## src/rtl/rm_monitor_pkg.sv

```systemverilog
// ============================================================================
// Module      : rm_monitor_pkg
// Description : Shared types and helpers for the runtime-monitor report path.
//               Defines the buffered report record and the FIFO level width.
// Revision    : 1.0 - initial release
// ============================================================================
`default_nettype none

package rm_monitor_pkg;

    localparam int RM_NUM_REPORTS = 4;
    localparam int RM_TS_WIDTH    = 32;

    // One buffered report: when it happened and which report STEs fired
    typedef struct packed {
        logic [RM_TS_WIDTH-1:0]    ts;
        logic [RM_NUM_REPORTS-1:0] bitmap;
    } rm_report_rec_t;

    // Level counter must represent 0..depth inclusive
    function automatic int rm_level_w(input int depth);
        return $clog2(depth) + 1;
    endfunction

endpackage

`default_nettype wire

```

## src/rtl/rm_report_fifo.sv

```systemverilog
// ============================================================================
// Module      : rm_report_fifo
// Description : Synchronous FIFO of rm_report_rec_t records. A push while full
//               is accepted only when a pop happens in the same cycle.
// Revision    : 1.0 - initial release
// ============================================================================
`default_nettype none

module rm_report_fifo
    import rm_monitor_pkg::*;
#(
    parameter int DEPTH = 8
) (
    input  logic                        clk,
    input  logic                        reset,
    input  logic                        push_i,
    input  rm_report_rec_t              data_i,
    input  logic                        pop_i,
    output rm_report_rec_t              data_o,
    output logic                        full_o,
    output logic                        empty_o,
    output logic [rm_level_w(DEPTH)-1:0] level_o
);

    localparam int PTR_W = $clog2(DEPTH);
    localparam int LVL_W = rm_level_w(DEPTH);

    rm_report_rec_t   mem_q [DEPTH];
    logic [PTR_W-1:0] wr_ptr_q, wr_ptr_d;
    logic [PTR_W-1:0] rd_ptr_q, rd_ptr_d;
    logic [LVL_W-1:0] level_q,  level_d;
    logic             w_pop;
    logic             w_push;

    assign full_o  = (level_q == LVL_W'(DEPTH));
    assign empty_o = (level_q == '0);
    assign level_o = level_q;
    assign w_pop   = pop_i && !empty_o;
    assign w_push  = push_i && (!full_o || w_pop);

    // Head record is masked to zero while empty so outputs read 0 after reset
    assign data_o  = empty_o ? '0 : mem_q[rd_ptr_q];

    // Next pointer and level values from the accepted push/pop pair
    always_comb begin
        wr_ptr_d = wr_ptr_q;
        rd_ptr_d = rd_ptr_q;
        level_d  = level_q;
        if (w_push) wr_ptr_d = wr_ptr_q + PTR_W'(1);
        if (w_pop)  rd_ptr_d = rd_ptr_q + PTR_W'(1);
        if (w_push && !w_pop)      level_d = level_q + LVL_W'(1);
        else if (w_pop && !w_push) level_d = level_q - LVL_W'(1);
    end

    // Pointer and level registers
    always_ff @(posedge clk) begin
        if (reset) begin
            wr_ptr_q <= '0;
            rd_ptr_q <= '0;
            level_q  <= '0;
        end else begin
            wr_ptr_q <= wr_ptr_d;
            rd_ptr_q <= rd_ptr_d;
            level_q  <= level_d;
        end
    end

    // Storage array; contents need no reset since the level gates visibility
    always_ff @(posedge clk) begin
        if (w_push) mem_q[wr_ptr_q] <= data_i;
    end

endmodule

`default_nettype wire

```

## src/rtl/rm_report_collector.sv

```systemverilog
// ============================================================================
// Module      : rm_report_collector
// Description : Samples automata report lines on run cycles, timestamps
//               non-empty vectors and streams {ts, bitmap} records out over
//               valid/ready. Counts records lost to a full buffer.
//               Optional: RM_REPORT_DEDUP_EN records only bitmap changes.
// Revision    : 1.0 - initial release
// ============================================================================
`default_nettype none

module rm_report_collector
    import rm_monitor_pkg::*;
#(
    // NUM_REPORTS and TS_WIDTH must match the package record layout
    parameter int NUM_REPORTS = RM_NUM_REPORTS,
    parameter int TS_WIDTH    = RM_TS_WIDTH,
    parameter int FIFO_DEPTH  = 8,
    parameter int CNT_WIDTH   = 16
) (
    input  logic                              clk,
    input  logic                              reset,
    input  logic                              run,
    input  logic [NUM_REPORTS-1:0]            report_i,
    output logic                              rec_valid_o,
    input  logic                              rec_ready_i,
    output logic [TS_WIDTH-1:0]               rec_ts_o,
    output logic [NUM_REPORTS-1:0]            rec_bitmap_o,
    output logic [rm_level_w(FIFO_DEPTH)-1:0] fifo_level_o,
    output logic [CNT_WIDTH-1:0]              drop_cnt_o,
    output logic                              overflow_o
);

    logic [TS_WIDTH-1:0]  ts_q;
    logic [CNT_WIDTH-1:0] drop_cnt_q;
    logic                 overflow_q;
    logic                 w_dup;
    logic                 w_capture;
    logic                 w_pop;
    logic                 w_full;
    logic                 w_empty;
    logic                 w_drop;
    rm_report_rec_t       w_push_rec;
    rm_report_rec_t       w_head_rec;

`ifdef RM_REPORT_DEDUP_EN
    logic [NUM_REPORTS-1:0] prev_q;

    // Remember the bitmap of the last run cycle, zero vectors included
    always_ff @(posedge clk) begin
        if (reset)    prev_q <= '0;
        else if (run) prev_q <= report_i;
    end

    assign w_dup = (report_i == prev_q);
`else
    assign w_dup = 1'b0;
`endif

    assign w_capture         = run && (|report_i) && !w_dup;
    assign w_pop             = rec_valid_o && rec_ready_i;
    assign w_drop            = w_capture && w_full && !w_pop;
    assign w_push_rec.ts     = ts_q;
    assign w_push_rec.bitmap = report_i;

    rm_report_fifo #(
        .DEPTH (FIFO_DEPTH)
    ) u_fifo (
        .clk     (clk),
        .reset   (reset),
        .push_i  (w_capture),
        .data_i  (w_push_rec),
        .pop_i   (w_pop),
        .data_o  (w_head_rec),
        .full_o  (w_full),
        .empty_o (w_empty),
        .level_o (fifo_level_o)
    );

    assign rec_valid_o  = !w_empty;
    assign rec_ts_o     = w_head_rec.ts;
    assign rec_bitmap_o = w_head_rec.bitmap;
    assign drop_cnt_o   = drop_cnt_q;
    assign overflow_o   = overflow_q;

    // Timestamp advances once per consumed symbol and wraps silently
    always_ff @(posedge clk) begin
        if (reset)    ts_q <= '0;
        else if (run) ts_q <= ts_q + TS_WIDTH'(1);
    end

    // Saturating drop counter and sticky overflow flag
    always_ff @(posedge clk) begin
        if (reset) begin
            drop_cnt_q <= '0;
            overflow_q <= 1'b0;
        end else if (w_drop) begin
            overflow_q <= 1'b1;
            if (drop_cnt_q != '1) drop_cnt_q <= drop_cnt_q + CNT_WIDTH'(1);
        end
    end

endmodule

`default_nettype wire

```

## config.mk

```make
export PLATFORM = sky130hd
export DESIGN_NAME = rm_report_collector
export DESIGN_NICKNAME = d
export VERILOG_FILES = /design/src/rtl/rm_monitor_pkg.sv /design/src/rtl/rm_report_fifo.sv /design/src/rtl/rm_report_collector.sv
export SDC_FILE = /design/constraint.sdc
export NUM_CORES = 1
export LEC_CHECK = 0
export ABC_AREA = 1
export BUFFER_PORTS_ARGS = -buffer_cell sky130_fd_sc_hd__buf_2
export CORE_MARGIN = 2
export CORE_UTILIZATION = 50
export DETAILED_ROUTE_END_ITERATION = 10
export PLACE_DENSITY = 0.7
export SETUP_SLACK_MARGIN = 0.15
export SLEW_MARGIN = 0
export SYNTH_ARGS = -nofsm -noshare
export SYNTH_HDL_FRONTEND = slang
export SYNTH_SLANG_ARGS = --single-unit
```

## constraint.sdc

```tcl
create_clock -name clk -period 2.9 [get_ports clk]
set_clock_uncertainty 0.1 [all_clocks]
set_input_delay 0.58 -clock clk [delete_from_list [all_inputs] [get_ports clk]]
set_output_delay 0.58 -clock clk [all_outputs]
set_load 0.005 [all_outputs]
```

==> results of run 1 <==
==> registers in the layout (all words and copies together) (netlist names), named ones only <==
name,cells
u_fifo.mem_q,288
ts_q,32
drop_cnt_o,16
u_fifo.level_o,4
u_fifo.rd_ptr_q,3
u_fifo.wr_ptr_q,3
overflow_o,1
==> worst max path at each step <==
stage,start,to,slack (ns),cells past startpoint
2_1_floorplan,report_i[3],u_fifo.mem_q[0][0],-0.22,8
3_3_place_gp,report_i[0],u_fifo.level_o[3],0.14,16
3_5_place_dp,report_i[0],u_fifo.level_o[3],0.14,16
4_1_cts,flop,rec_ts_o[25],0.10,7
5_1_grt,flop,rec_ts_o[0],0.07,8
6_report,flop,rec_ts_o[16],0.20,7
==> cell usage in the layout, fill, tap and decap left out, types with 11 or more instances in the layout <==
cell / instances
nand4_1: 15
nand2_1: 134
clkbuf_16: 41
buf_12: 13
edfxtp_1: 288
a21oi_1: 34
o21ai_1: 44
nor2_2: 11
inv_1: 60
dfxtp_1: 59
nand3_1: 30
o22ai_1: 36
nor2_4: 14
o21ai_0: 149
mux2i_1: 35
nor2_1: 300
buf_2: 65
==> routing by layer <==
metal,vias to the layer above,track usage [%]
met2,367,36.05
met1,4955,29.55
met4,0,7.917
met3,75,3.503
met5,-,0
li1,4800,-
==> worst max-delay path, cell delays in order, from the launching register on <==
cell	delay, ns
dfxtp_4	0.45
buf_4	0.17
buf_6	0.16
o21ai_0	0.12
o22ai_1	0.21
nor2_1	0.08
nor2_2	0.17
buf_2	0.15
==> report_power, final <==
group | switching (mW) | total [mW] | internal, mW
Clock | 1.84 | 4.34 | 2.50
Combinational | 2.16 | 3.54 | 1.37
Sequential | 0.135 | 5.74 | 5.61
Total | 4.14 | 13.6 | 9.48
==> area by class of cell <==
cell class	instances	area (sq um)	area share, %
inverter	63	251.5	1.487
sequential	350	9898	58.54
tap	384	480.5	2.842
multi-input combinational	850	4228	25.01
timing repair buffer	102	952.2	5.632
clock buffer	45	944.7	5.587
clock inverter	18	152.6	0.9028
==> cells in the mapped netlist (all sizes together) (3+ instances only) <==
| cell | n | area [sq um] |
|---|---|---|
| nand2 | 137 | 521.8 |
| xor2 | 6 | 52.55 |
| nor2 | 325 | 1287 |
| nand4 | 15 | 93.84 |
| inv | 62 | 232.7 |
| mux2i | 36 | 360.4 |
| o21a | 5 | 37.54 |
| clkbuf | 33 | 123.9 |
| nand3 | 31 | 160.1 |
| buf | 30 | 198.9 |
| edfxtp | 288 | 8648 |
| a21oi | 35 | 178.9 |
| ha | 7 | 87.58 |
| nor3 | 7 | 40.04 |
| o22ai | 36 | 225.2 |
| xnor2 | 7 | 61.31 |
| dfxtp | 62 | 1241 |
| o21ai | 193 | 965.9 |
| and3 | 3 | 18.77 |
==> kinds of logic (layout without fill, tap and decap cells) <==
group	Yosys count	in the layout
compound gates	272	272
xor+xnor	13	13
fa+ha+maj	8	8
buf+inv	126	228
flops	350	350
mux	36	36
simple gates	521	521
==> what timing repair did <==
action / CTS / global route
gates resized for setup: 7 / 35
setup buffers: 0 / 5
cloned: 2 / 8
pin swaps: 0 / 5
endpoints found under the setup margin: 36 / 36
==> impl_metrics.json, run 1 <==
{
  "outcome": "complete, no violations",
  "rows": 62,
  "cts_root_buffer": "clkbuf_16",
  "wl_met2_mm": 16.66,
  "reg2reg_from": "u_fifo.level_o[0]",
  "finalInstanceArea_sq_um": 16910,
  "synth-simple-area-share_pct": 14.71,
  "grt_pass1_wl_mm": 52.19,
  "cts_buffers": 36,
  "grt_antenna_before_repair": 1,
  "layout-drive-gt1-share_pct": 13.03,
  "whs_path_depth": 1,
  "slew_headroom_pct": 61.83,
  "synth_top_family_by_area": "simple AND/OR/NAND/NOR gates",
  "yosys_warnings": 0,
  "grt_usage_pct": 21.87,
  "finalWorstSetupSlack_ns": 0.2008,
  "p_total_mw": 13.62,
  "floorplan.initialDensity_pct": 50.89,
  "path_class": "flop to primary output",
  "wl_per_cell_microns": 19.30,
  "fin_cells": 1812,
  "r2r-end": "u_fifo.level_o[3]",
  "cap_violations": 0,
  "dr_wl_met3_mm": 2.369,
  "pin_count": 66,
  "port_buffers": 65,
  "htree_levels": 2,
  "rsz0062_at_grt": "yes",
  "postLayoutCoreUtil_pct": 58.91,
  "clockBufferDepth": 3,
  "worst_pin_slew_ns": 0.5718,
  "cts_tree": "done",
  "synth_fa_ha_area_share_pct": 0.7366,
  "ys.flop_type": "edfxtp_1",
  "reg2reg_slack_ns": 0.61,
  "routed_via_density": 5.627,
  "synth.cell_area_sq_um": 14610,
  "fmax_ghz": 0.3705,
  "muxShareOfSynthArea_pct": 2.467,
  "routed_wl_mm": 34.97,
  "min_period_ns": 2.699,
  "synth_edf_count": 288,
  "cp_max_fo": 9,
  "vdd.ir_drop.worst_mv": 0.4811,
  "gr-total-overflow": 0,
  "syn_avg_cell_area_sq_um": 11.02,
  "clk_latency_ns": 0.52,
  "power.leakage_nw": 5.914,
  "top_layer": "met4",
  "hold_viol_final": 0,
  "area_growth_pct": 15.74,
  "num_vias": 10200,
  "gp_congestion": 0.7822,
  "core-area_sq_um": 28700,
  "dp_hpwl_mm": 18.16,
  "fin_nets": 1419,
  "n_fill_cell": 2313,
  "required_ns": 2.22,
  "cp-start-kind": "flop",
  "die_height_microns": 174.9,
  "finalHoldWorstSlack_ns": 0.2472,
  "n_antenna_cell": 0,
  "ant_nets": 0,
  "holdCritPathClass": "input pin to flop",
  "ys_seq_area_share_pct": 67.70,
  "power_density_nw_per_um2": 805.6,
  "syn_nets": 1342,
  "fin_tns_setup_ns": 0,
  "drc": 0,
  "first_pass_iters": 5,
  "postSynthCellCount": 1326,
  "die_area_sq_um": 30600,
  "grt_max_degree": 73,
  "synth-xor-area-share_pct": 0.7794,
  "fin_crit_sh_pct": 93.08,
  "place_ws_ns": 0.1405,
  "critPathArrivalTime_ns": 2.02,
  "synth_cell_types": 39,
  "ys_async_sr_fraction_pct": 0,
  "drt_iter0_markers": 996,
  "fp.dieW_microns": 174.9,
  "final-setup-viol-count": 0,
  "holdPathEnd": "u_fifo.mem_q[6][0]",
  "rr_worst_depth": 13,
  "first_global_vias": 9902,
  "crit_path_end_kind": "primary output",
  "hp-start": "report_i[0]",
  "clk_pin_slew_ns": 0.06,
  "slew_violations": 0,
  "cts_hold_buf": 0,
  "synth_compound_area_share_pct": 9.782,
  "dp.cells": 1734,
  "post_dp_cell_area_sq_um": 15490,
  "wl_met1_mm": 14.93,
  "ys_ff_latch": 350,
  "cts_sinks": 350
}
Note: power is estimated with default switching activity, not from simulation.
==> inputs of run 2 (changes only) <==
--- a/config.mk
+++ b/config.mk
@@ -10,7 +10,7 @@
 export CORE_MARGIN = 2
 export CORE_UTILIZATION = 50
 export DETAILED_ROUTE_END_ITERATION = 10
-export PLACE_DENSITY = 0.7
+export PLACE_DENSITY = 0.67
 export SETUP_SLACK_MARGIN = 0.15
 export SLEW_MARGIN = 0
 export SYNTH_ARGS = -nofsm -noshare
==> constraint.sdc (replaced) <==
create_clock -name clk -period 3.2 [get_ports clk]
set_clock_uncertainty 0.1 [all_clocks]
set_input_delay 0.64 -clock clk [delete_from_list [all_inputs] [get_ports clk]]
set_output_delay 0.64 -clock clk [all_outputs]
set_load 0.005 [all_outputs]
==> impl_metrics.json, run 2 (same netlist as run 1, synthesis figures left out) <==
{
  "slew_headroom_pct": 48.60,
  "min_period_ns": 2.889,
  "die_area_sq_um": 30600,
  "layout_commonest_cell": "nor2_1",
  "htree_levels": 2,
  "core-area_sq_um": 28700,
  "grt_antenna_before_repair": 0,
  "finalInstanceArea_sq_um": 16670,
  "path_class": "flop to primary output",
  "drt_iter0_markers": 801,
  "pin_count": 66,
  "ant_nets": 0,
  "gr-total-overflow": 0,
  "fin_nets": 1410,
  "cts_hold_buf": 0,
  "fin_tns_setup_ns": 0,
  "r2r-end": "u_fifo.level_o[3]",
  "slew_violations": 0,
  "cts_root_buffer": "clkbuf_16",
  "clockBufferDepth": 3,
  "reg2reg_slack_ns": 0.95,
  "cts_buffers": 37,
  "clk_pin_slew_ns": 0.06,
  "whs_path_depth": 1,
  "fp.dieW_microns": 174.9,
  "cp_max_fo": 28,
  "gp_congestion": 0.8552,
  "hp-start": "report_i[1]",
  "power.leakage_nw": 5.815,
  "crit_path_end_kind": "primary output",
  "cp-start-kind": "flop",
  "combinationalPowerShare_pct": 23.1,
  "clk_latency_ns": 0.52,
  "cap_violations": 0,
  "required_ns": 2.46,
  "port_buffers": 65,
  "routed_wl_mm": 32.25,
  "p_switching_mw": 3.580,
  "fmax_ghz": 0.3462,
  "largest_register": "u_fifo.mem_q",
  "reg2reg_from": "u_fifo.level_o[1]",
  "n_antenna_cell": 0,
  "p_seq_share_pct": 43.3,
  "cts_tree": "done",
  "dp_hpwl_mm": 18.21,
  "outcome": "complete, no violations",
  "area_growth_pct": 14.12,
  "critPathArrivalTime_ns": 2.15,
  "drc": 0,
  "rsz0062_at_grt": "yes",
  "fin_crit_sh_pct": 90.28,
  "power_density_nw_per_um2": 724.3,
  "grt_pass1_wl_mm": 51.27,
  "worst_pin_slew_ns": 0.7699,
  "routed_via_density": 5.474,
  "wl_per_cell_microns": 17.90,
  "layout_common_cells": "nor2_1, edfxtp_1, o21ai_0, nand2_1, buf_2",
  "post_dp_cell_area_sq_um": 15470,
  "clkPwrFrac_pct": 33.6,
  "holdCritPathClass": "input pin to flop",
  "layout-drive-gt1-share_pct": 12.48,
  "rr_worst_depth": 13,
  "largest_reg_flops": 288,
  "first_pass_iters": 5,
  "num_vias": 9865,
  "grt_usage_pct": 21.36,
  "first_global_vias": 9706,
  "floorplan.initialDensity_pct": 50.89,
  "final-setup-viol-count": 0,
  "vdd.ir_drop.worst_mv": 0.4592,
  "holdPathEnd": "u_fifo.mem_q[1][1]",
  "rows": 62,
  "grt_max_degree": 54,
  "cts_sinks": 350,
  "internal_power_mw": 8.493,
  "die_height_microns": 174.9,
  "hold_viol_final": 0,
  "switching_share_pct": 29.65
}
## run 2: what timing repair did
item	4_1_cts	5_1_grt
buffers inserted	1	1
setup endpoints to repair	13	14
pin swaps	0	0
resized for setup	1	4
## run 2: layer usage
metal	up-vias	wire, microns	GRT usage (%)
li1	4763	-	-
met1	4774	13980	28.23
met2	268	15810	36.08
met3	60	1715	3.285
met4	0	749	7.569
met5	-	0	0
## run 2: worst max-delay path by stage
stage | slack [ns] | end
6_report | 0.31 | rec_ts_o[15]
5_1_grt | 0.14 | rec_ts_o[0]
4_1_cts | 0.19 | rec_ts_o[16]
3_5_place_dp | 0.34 | u_fifo.level_o[3]
3_3_place_gp | 0.40 | u_fifo.level_o[3]
2_1_floorplan | 0.02 | u_fifo.mem_q[0][0]
## run 2: power groups by stage
stage	clock network, mW	registers (mW)	logic, mW
6_report	4.06	5.22	2.79
5_1_grt	4.31	5.25	3.14
4_1_cts	4.11	5.23	2.77
3_5_place_dp	0	5.35	2.72
3_3_place_gp	0	5.34	2.68
2_1_floorplan	0	5.25	1.82
## run 2: worst max-delay path, stage by stage (launching register included)
cell and delay, ns:
dfxtp_4 0.50, buf_4 0.35, o21ai_0 0.14, o21ai_1 0.14, o21ai_0 0.09, nor2_1 0.25
buf_2 0.16
## run 2: final cells by class
type / instances / area, sq um
inverter: 63 / 236.5
fill: 2325 / 12030
multi-input combinational: 850 / 4219
clock inverter: 18 / 151.4
clock buffer: 45 / 998.5
sequential: 350 / 9898
tap: 384 / 480.5
timing repair buffer: 92 / 685.7
## run 2: through the flow
stage | worst slack [ns] | cells | power [mW] | hold WS [ns] | utilization (%)
finish | 0.3111 | 1802 | 12.07 | 0.3084 | 58.08
global route | 0.1410 | 1802 | 12.69 | 0.3073 | 58.08
CTS | 0.1902 | 1801 | 12.12 | 0.2946 | 57.98
detailed placement | 0.3446 | 1737 | 8.063 | 0.3517 | 53.91
global placement | 0.3951 | 1737 | 8.014 | 0.3360 | 53.91
floorplan | 0.01684 | 1326 | 7.070 | 0.3334 | -
==> inputs of run 3 (changes only) <==
--- a/config.mk
+++ b/config.mk
@@ -6,12 +6,14 @@
 export NUM_CORES = 1
 export LEC_CHECK = 0
 export ABC_AREA = 1
+export ABC_CLOCK_PERIOD_IN_PS = 3200
 export BUFFER_PORTS_ARGS = -buffer_cell sky130_fd_sc_hd__buf_2
+export CELL_PAD_IN_SITES_DETAIL_PLACEMENT = 1
+export CELL_PAD_IN_SITES_GLOBAL_PLACEMENT = 2
 export CORE_MARGIN = 2
-export CORE_UTILIZATION = 50
+export CORE_UTILIZATION = 44
 export DETAILED_ROUTE_END_ITERATION = 10
-export PLACE_DENSITY = 0.67
-export SETUP_SLACK_MARGIN = 0.15
+export PLACE_DENSITY_LB_ADDON = 0.1
 export SLEW_MARGIN = 0
 export SYNTH_ARGS = -nofsm -noshare
 export SYNTH_HDL_FRONTEND = slang
==> impl_metrics.json, run 3 (same netlist as run 1, synthesis figures left out) <==
{
  "outcome": "complete, no violations",
  "path_class": "flop to primary output",
  "p_switching_mw": 3.726,
  "dp_hpwl_mm": 22.07,
  "cp_cell_sequence": "buf_12 > buf_4 > o21ai_0 > o21ai_0 > o21ai_0 > nor2_1 > buf_2",
  "routed_wl_mm": 37.26,
  "cts_buffers": 39,
  "clockBufferDepth": 3,
  "die_height_microns": 186.2,
  "whs_path_depth": 1,
  "pin_count": 66,
  "fin_tns_setup_ns": 0,
  "finalWorstSetupSlack_ns": 0.2053,
  "worstPathBufferInverterCount": 3,
  "area_growth_pct": 15.31,
  "port_buffers": 65,
  "grt_usage_pct": 21.78,
  "largest_reg_flops": 288,
  "critPathSlowestCell": "dfxtp_4",
  "hold_viol_final": 0,
  "crit_end": "rec_ts_o[26]",
  "wl_per_cell_microns": 19.98,
  "vdd.ir_drop.worst_mv": 0.8260,
  "fin_cells": 1865,
  "holdCritPathClass": "input pin to flop",
  "fin_nets": 1413,
  "layout_commonest_cell": "nor2_1",
  "required_ns": 2.46,
  "multiInputGateArea_sq_um": 4219,
  "grtUsageMet1_pct": 28.49,
  "r2r-end": "u_fifo.level_o[3]",
  "grt_antenna_before_repair": 1,
  "rows": 66,
  "cp_max_fo": 29,
  "top_usage_layer": "met2",
  "reg2reg_from": "u_fifo.level_o[1]",
  "die_area_sq_um": 34670,
  "n_fill_cell": 3470,
  "combinationalPowerShare_pct": 23.5,
  "power_density_nw_per_um2": 735.1,
  "met3_usage_pct": 2.823,
  "worst-path-stages": 7,
  "post_dp_cell_area_sq_um": 15600,
  "slew_violations": 0,
  "core-area_sq_um": 32620,
  "crit_path_max_incr_delay_ns": 0.58,
  "cts_tree": "done",
  "htree_levels": 2,
  "grt_max_degree": 58,
  "cts_root_buffer": "clkbuf_16",
  "rr_worst_depth": 13,
  "crit_path_frequent_cell": "o21ai_0",
  "gp_congestion": 0.7538,
  "n_antenna_cell": 0,
  "floorplan.initialDensity_pct": 44.78,
  "internal_power_mw": 8.657,
  "clk_latency_ns": 0.52,
  "rsz0062_at_grt": "no",
  "fin_crit_sh_pct": 93.58,
  "finalInstanceArea_sq_um": 16840,
  "cts_sinks": 350,
  "cts_resized": 0,
  "final-setup-viol-count": 0,
  "switching_share_pct": 30.09,
  "layout-drive-gt1-share_pct": 12.65,
  "clkPwrFrac_pct": 34.2,
  "cp_top_family": "flip-flops",
  "routed_via_density": 5.396,
  "critPathArrivalTime_ns": 2.25,
  "drc": 0,
  "p_seq_share_pct": 42.3,
  "crit_path_end_kind": "primary output",
  "layout_common_cells": "nor2_1, edfxtp_1, o21ai_0, nand2_1, buf_2",
  "cp-start-kind": "flop",
  "first_pass_iters": 5,
  "hp-start": "report_i[2]",
  "clk_pin_slew_ns": 0.06,
  "reg2reg_slack_ns": 0.83,
  "worst_pin_slew_ns": 0.7628,
  "seq_area_sq_um": 9898,
  "ant_nets": 0,
  "fp.dieW_microns": 186.2,
  "cts_hold_buf": 0,
  "postLayoutCoreUtil_pct": 51.64,
  "slew_headroom_pct": 49.07,
  "met2_usage_pct": 38.71,
  "min_period_ns": 2.995,
  "dp.cells": 1796,
  "gr-total-overflow": 0,
  "largest_register": "u_fifo.mem_q",
  "fmax_ghz": 0.3339,
  "place_ws_ns": 0.2577,
  "num_vias": 10060,
  "drt_iter0_markers": 653,
  "power.leakage_nw": 5.862,
  "grt_pass1_wl_mm": 57.20,
  "cap_violations": 0,
  "first_global_vias": 10250
}
## run 3: worst min path at each step
stage,to,slack (ns)
after floorplan,flop,0.33
after global placement,flop,0.34
after detailed placement,flop,0.36
after CTS,u_fifo.mem_q[2][1],0.28
after global routing,u_fifo.mem_q[7][1],0.31
final,u_fifo.mem_q[3][2],0.31
## run 3: area by class of cell
cell class,instances,share of cell area (%)
clock buffer,47,5.972
clock inverter,20,1.174
inverter,63,1.404
multi-input combinational,850,25.05
sequential,350,58.76
tap,442,3.283
timing repair buffer,93,4.360
## run 3: routing by layer
metal / share of wire [%] / vias to the layer above
li1: - / 4774
met1: 45 / 5087
met2: 50 / 163
met3: 3.5 / 40
met4: 1.5 / 0
met5: 0 / -
## run 3: per-stage QoR
step           hold WS [ns]  power, mW
2_1_floorplan        0.3334      7.070
3_3_place_gp         0.3443      8.162
3_5_place_dp         0.3610      8.239
4_1_cts              0.2810      12.51
5_1_grt              0.3056      13.05
6_report             0.3061      12.38
## run 3: power groups by stage
stage / clock network, mW / registers, mW / logic, mW
2_1_floorplan: 0 / 5.25 / 1.82
3_3_place_gp: 0 / 5.35 / 2.81
3_5_place_dp: 0 / 5.37 / 2.87
4_1_cts: 4.35 / 5.27 / 2.89
5_1_grt: 4.52 / 5.26 / 3.27
6_report: 4.24 / 5.24 / 2.90
## run 3: repair_timing
action / CTS / global route
endpoints found under the setup margin: 0 / 7
endpoints found under the hold margin: 0 / 0
buffers inserted: 0 / 2
